==> src/rtl/fetch_unit.sv <==
// rtl/fetch_unit.sv - instruction fetch unit with a 2-entry {pc, inst} queue and redirect discard
// A request stays stable until accepted; a redirect while a request is stalled parks in DISCARD.
module fetch_unit #(
    parameter logic [31:0] RESET_PC = 32'h0000_0000
) (
    input  logic        clk,
    input  logic        rst,
    input  logic        PCsel,
    input  logic [31:0] target,
    output logic        imem_req,
    output logic [31:0] imem_addr,
    input  logic        imem_ready,
    input  logic [31:0] imem_rdata,
    output logic        inst_valid,
    output logic [31:0] inst,
    output logic [31:0] inst_pc,
    input  logic        inst_ready
);

    typedef enum logic [1:0] {START, FETCH, DISCARD} state_t;

    state_t      state;
    logic [31:0] fetch_pc;
    logic [31:0] hold_addr;
    logic [1:0]  count;
    logic [31:0] pc0, pc1, in0, in1;

    logic redirect, push, pop;

    assign imem_req   = (state == DISCARD) || ((state == FETCH) && (count != 2'd2));
    assign imem_addr  = (state == DISCARD) ? hold_addr : fetch_pc;
    assign inst_valid = (count != 2'd0);
    assign inst       = inst_valid ? in0 : 32'd0;
    assign inst_pc    = inst_valid ? pc0 : 32'd0;

    assign redirect = PCsel && (state != START);
    assign push     = (state == FETCH) && imem_req && imem_ready && !PCsel;
    assign pop      = inst_valid && inst_ready && !PCsel;

    always_ff @(posedge clk or posedge rst) begin
        if (rst) begin
            state     <= START;
            fetch_pc  <= RESET_PC;
            hold_addr <= RESET_PC;
            count     <= 2'd0;
            pc0       <= 32'd0;
            pc1       <= 32'd0;
            in0       <= 32'd0;
            in1       <= 32'd0;
        end else begin
            case (state)
                START: state <= FETCH;
                FETCH: begin
                    // Stalled request must still complete; remember its address.
                    if (redirect && imem_req && !imem_ready) begin
                        state     <= DISCARD;
                        hold_addr <= fetch_pc;
                    end
                end
                DISCARD: begin
                    if (imem_ready)
                        state <= FETCH;
                end
                default: state <= START;
            endcase

            if (redirect)
                fetch_pc <= target & ~32'h3;
            else if (push)
                fetch_pc <= fetch_pc + 32'd4;

            if (redirect)
                count <= 2'd0;
            else if (push && !pop)
                count <= count + 2'd1;
            else if (pop && !push)
                count <= count - 2'd1;

            // Slot 0 is always the head; pop shifts slot 1 down.
            if (push && pop) begin
                pc0 <= fetch_pc;
                in0 <= imem_rdata;
            end else if (pop) begin
                pc0 <= pc1;
                in0 <= in1;
            end else if (push) begin
                if (count == 2'd0) begin
                    pc0 <= fetch_pc;
                    in0 <= imem_rdata;
                end else begin
                    pc1 <= fetch_pc;
                    in1 <= imem_rdata;
                end
            end
        end
    end

endmodule

==> config.mk <==
export PLATFORM = sky130hd
export DESIGN_NAME = fetch_unit
export DESIGN_NICKNAME = d
export VERILOG_FILES = /design/src/rtl/fetch_unit.sv
export SDC_FILE = /design/constraint.sdc
export NUM_CORES = 1
export LEC_CHECK = 0
export BUFFER_PORTS_ARGS = -buffer_cell sky130_fd_sc_hd__buf_2
export CAP_MARGIN = 20
export CORE_MARGIN = 4
export CORE_UTILIZATION = 60
export DETAILED_ROUTE_END_ITERATION = 16
export HOLD_SLACK_MARGIN = 0.12
export PLACE_DENSITY_LB_ADDON = 0.25
export SLEW_MARGIN = 0
export SYNTH_ARGS = -nofsm -noshare
export SYNTH_HDL_FRONTEND = slang
export SYNTH_SLANG_ARGS = --single-unit
==> constraint.sdc <==
create_clock -name clk -period 12.82 [get_ports clk]
set_input_delay 2.564 -clock clk [delete_from_list [all_inputs] [get_ports clk]]
set_output_delay 2.564 -clock clk [all_outputs]
set_load 0.005 [all_outputs]
Word-level counts from Yosys, hierarchy flattened

Index checks and enable logic that the tools add are counted.

Output and inout bits: 98
Input bits: 69
Register bits: 196
Logic and storage cells: 67

Add/subtract/negate cells: 3
Eq/ne operators: 5
Reduce and logical (&&, ||, !) cells: 29
Muxes and demuxes: 19
Bitwise logic cells: 3

Operators by type and width:

| operator              | number |
|---|---|
| $mux 32               | 13 |
| $add 32x3->32 const B | 1 |
| $logic_and 1x1->1     | 12 |
| $mux 2                | 5 |
| $reduce_bool 3->1     | 3 |
| $pmux 2 s3            | 1 |
| $reduce_and 2->1      | 3 |
| $reduce_bool 2->1     | 3 |
| $logic_not 1->1       | 4 |
| $logic_not 2->1       | 2 |
| $ne 2x2->1 const B    | 2 |
| $reduce_and 4->1      | 1 |
| $not 1->1             | 3 |
| $add 2x1->2 const B   | 1 |
| $eq 2x1->1 const B    | 1 |
| $eq 2x2->1 const B    | 1 |
| $ne 2x1->1 const B    | 1 |
| $sub 2x1->2 const B   | 1 |
| $logic_or 1x1->1      | 1 |

Logic depth before layout (Yosys ltp)

Depth after elaboration: 11
Gate-level depth with buffers: 8

Worst setup path before layout

OpenSTA, ideal clock, no wires.

Path type: input to register
From: input PCsel
To: register fetch_pc[30]
Cell stages on the path: 7
Setup time: 0.082 ns
Data required time: 12.738 ns
Path slack: 8.867 ns
Arrival time: 3.871 ns
Cells stage by stage: nor2b_1 clkbuf_1 and4_1 buf_6 nand2_1 or4b_1 a31oi_1

Longest elaborated chain between the ends: 3
Elaborated cells on any way between the ends: 5
Classes of those cells: 1 x mux; 4 x reduce/logical

RTL lines:

| what                        | line | text |
|---|---|---|
| start, declared             | 8    | `input logic PCsel,` |
| $logic_not 1->1             | 37   | `assign push = (state == FETCH) && imem_req && imem_ready && !PCsel;` |
| $logic_and 1x1->1           | 37   |  |
| $reduce_bool 2->1 (no line) | n/a  |  |
| end signal, assigned        | 68   | `fetch_pc <= target & ~32'h3;` |
| end signal, assigned        | 70   | `fetch_pc <= fetch_pc + 32'd4;` |
| end, declared               | 23   | `logic [31:0] fetch_pc;` |

Several ways; a longest one is shown, not always the timed one.
A chain may end at the register's enable or synchronous reset.

Worst setup path in the final report

From: register state[1]
To: output imem_addr[28]

Longest elaborated chain between the ends: 2

RTL lines:

| what                   | line | text |
|---|---|---|
| start, declared        | 22   | `state_t state;` |
| start signal, assigned | 42   | `state <= START;` |
| start signal, assigned | 52   | `START: state <= FETCH;` |
| start signal, assigned | 56   | `state <= DISCARD;` |
| $eq 2x2->1             | 31   | `assign imem_addr = (state == DISCARD) ? hold_addr : fetch_pc;` |
| $mux 32                | 31   |  |
| end, declared          | 11   | `output logic [31:0] imem_addr,` |

No other way between the ends.

==> metrics.cfg <==
[final_layout]
nFillCells = 1118
layout-drive-gt1-share_pct = 28.88
fin_nets = 1076
final_common_cell = dfrtp_1
mostFrequentLayoutCells = dfrtp_1 (188), nand2_1 (187), buf_2 (160)
area_growth_pct = 14.86

[clock_network]
root_buffer = clkbuf_16
cts_buffers = 17
cts_sinks = 188
cts_setup_buffers = 0
ctsLongestPathBuffers = 2
cts_max_level = 4
clk_latency_ps = 420
clk_pin_slew_worst_paths_ps = 60
cts_tree = built
ctsResizeCount = 0
cts_hold_buffers = 0

[setup_path]
crit_buf_inv = 2
cpMaxStageDelayCell = nor2b_2
ff2ff_path_depth = 5
crit_path_start_kind = register
r2r_slack_ps = 9660
cpPeakStageDelay_ps = 660
crit_path_max_fanout = 16
crit_type = register to output port
worst_setup_path_end_kind = output port
critPathMostFrequentCell = nand2_1
arrival_ps = 2150
r2r_end = pc1[31]
timing.rr.start = state[0]
cp_top_family = simple AND/OR/NAND/NOR gates
crit_chain = nor2b_2 > buf_4 > nand2_1 > nand2_1 > buf_2
critical_path_required_ps = 10260

[route]
drt_iter0_drc = 493
routed-via-count = 6684
via_per_inst = 5.551
detail_route.wl_per_cell_um = 16.98
drc = 0
antenna_left = 0
routed_wl_mm = 20.44
firstDrtPassIters = 5

[die]
io_pins = 167
die_h_um = 131.8
coreArea_um2 = 14750
die_w_um = 131.8
initial_utilization_pct = 62.31
std_cell_rows = 44
die-area_um2 = 17370

[synthesis]
yosysSeqAreaShare_pct = 51.17
synth.distinct_cells = 53
syn_area_per_cell_um2 = 10.39
synth_cells = 885
ys_warn_count = 0
ys_ff_latch = 188
syn_area_um2 = 9194
synth_flop_cell = dfrtp_1
synth-async-reset-ratio_pct = 100.0
yosysTopAreaCell = dfrtp_1
synth-edff-count = 0
synth_area_leaders = dfrtp_1 (51%), mux2_2 (11%), nand2_1 (7.6%), mux2i_1 (6.9%), o21ai_0 (4.8%)
yosys.area.top_type_share_pct = 51.17

[global_routing]
grt_pass1_vias = 6644
antenna_found_initial = 2
overflow = 0
grt_first_pass_wirelength_mm = 33.69
grt_usage_pct = 23.93
grt_max_degree = 141

[sta]
hold_viol = 0
setup_tns_ps = 0
max_freq_mhz = 211.9
hold-worst-slack_ps = 469.3
min_period_over_period_pct = 36.81
setup_viol_count_final = 0
finalClockSkew_ps = 4.640
slew_viol_final = 0
max_slew_margin_pct = 31.53
rsz0062_at_grt = no
tightest_slew_ps = 1024
final.min_clock_period_ps = 4719

[worst_hold_path]
holdPathEnd = in0[23]
hold_class = register to register
worstHoldStart = in0[23]
hold_path_depth = 2

[placed_design]
dpl.hpwl_mm = 13.26
port_buffers = 160
gp_congestion = 0.8880

[pwr]
vdd_drop_max_v = 0.0001203
p_leak_nw = 4.994
pwr_density_cell_nw_per_um2 = 190.7

[status]
outcome = complete, no violations

[run]
drv_cap = 0

state kept, by name, summed over array words and instances (netlist names):
register   count
fetch_pc      30
state          2
hold_addr     30
count          2
in0           32
in1           32
pc0           30
pc1           30
how the worst max path moves through the flow:
stage	endpoint	cells after the start	slack, ps	from
after floorplan	count[0]	1	5140	rst
after detailed placement	in1[19]	5	7760	imem_ready
after global placement	in1[6]	5	7780	imem_ready
after global routing	imem_addr[31]	5	8010	state[1]
final	imem_addr[28]	5	8100	state[1]
after CTS	imem_addr[28]	5	8110	state[1]
layout make-up:
class                      instances  area (µm²)  area share [%]
tap                              184       230.2           2.180
timing repair buffer             171       895.9           8.483
sequential                       188        4705           44.55
multi-input combinational        623        4104           38.86
antenna                            2       5.005         0.04739
inverter                           5       26.28          0.2488
clock inverter                     7       112.6           1.066
clock buffer                      24       481.7           4.562
layer usage:
| layer | up-vias | global-route usage, % | share of wire [%] |
|---|---|---|---|
| li1 | 3231 | - | - |
| met4 | 0 | 8.576 | 1.7 |
| met2 | 171 | 38.22 | 49 |
| met5 | - | 0 | 0 |
| met1 | 3255 | 33.13 | 45 |
| met3 | 27 | 4.466 | 4.4 |
worst reg2reg max path: stages (launching register included):
cell	delay (ps)
dfrtp_1	440
nor2b_1	320
nand3_1	230
nor4_4	870
buf_4	720
mux2_2	470
cell usage after synthesis (2+ instances only):
cell type  count
dfrtp_1      188
mux2i_1       63
nand2_1      187
clkbuf_1      40
nor2b_1        5
nor4_4         2
nor4_1         8
xor2_1        12
a31oi_1        2
nand4_1       12
mux2_1         5
or4_1          2
buf_2         18
nor3_1         6
a21oi_1        5
and3_1         4
nand3_1       17
buf_6          5
nand2b_1       4
o21ai_0       89
inv_1          4
xnor2_1       14
mux2_2        87
and2_1        63
buf_4          5
nor2_1        11
stage by stage:
step	setup WS [ps]	cells	power (mW)	util [%]	cell area [µm²]
2_1_floorplan	5142	888	1.331	-	9205
3_3_place_gp	7784	1170	1.452	67.38	9941
6_report	8101	1204	2.014	71.57	10560
3_5_place_dp	7764	1170	1.489	67.38	9941
5_1_grt	8005	1204	2.145	71.57	10560
4_1_cts	8111	1201	2.025	71.40	10540
kinds of logic after synthesis:
logic type      count (synthesis)  share of synthesized area [%]
other cells                     1                        0.04079
compound gates                106                          6.111
simple gates                  331                          17.45
flops                         188                          51.17
fa+ha+maj                       1                         0.1361
mux                           155                          18.13
xor+xnor                       26                          2.477
buf+inv                        77                          4.491
power by group:
group	switching [mW]	internal, mW
registers	0.158	0.843
logic	0.229	0.249
clock network	0.214	0.321
total	0.601	1.41
Power figures use the tool's default switching activity.
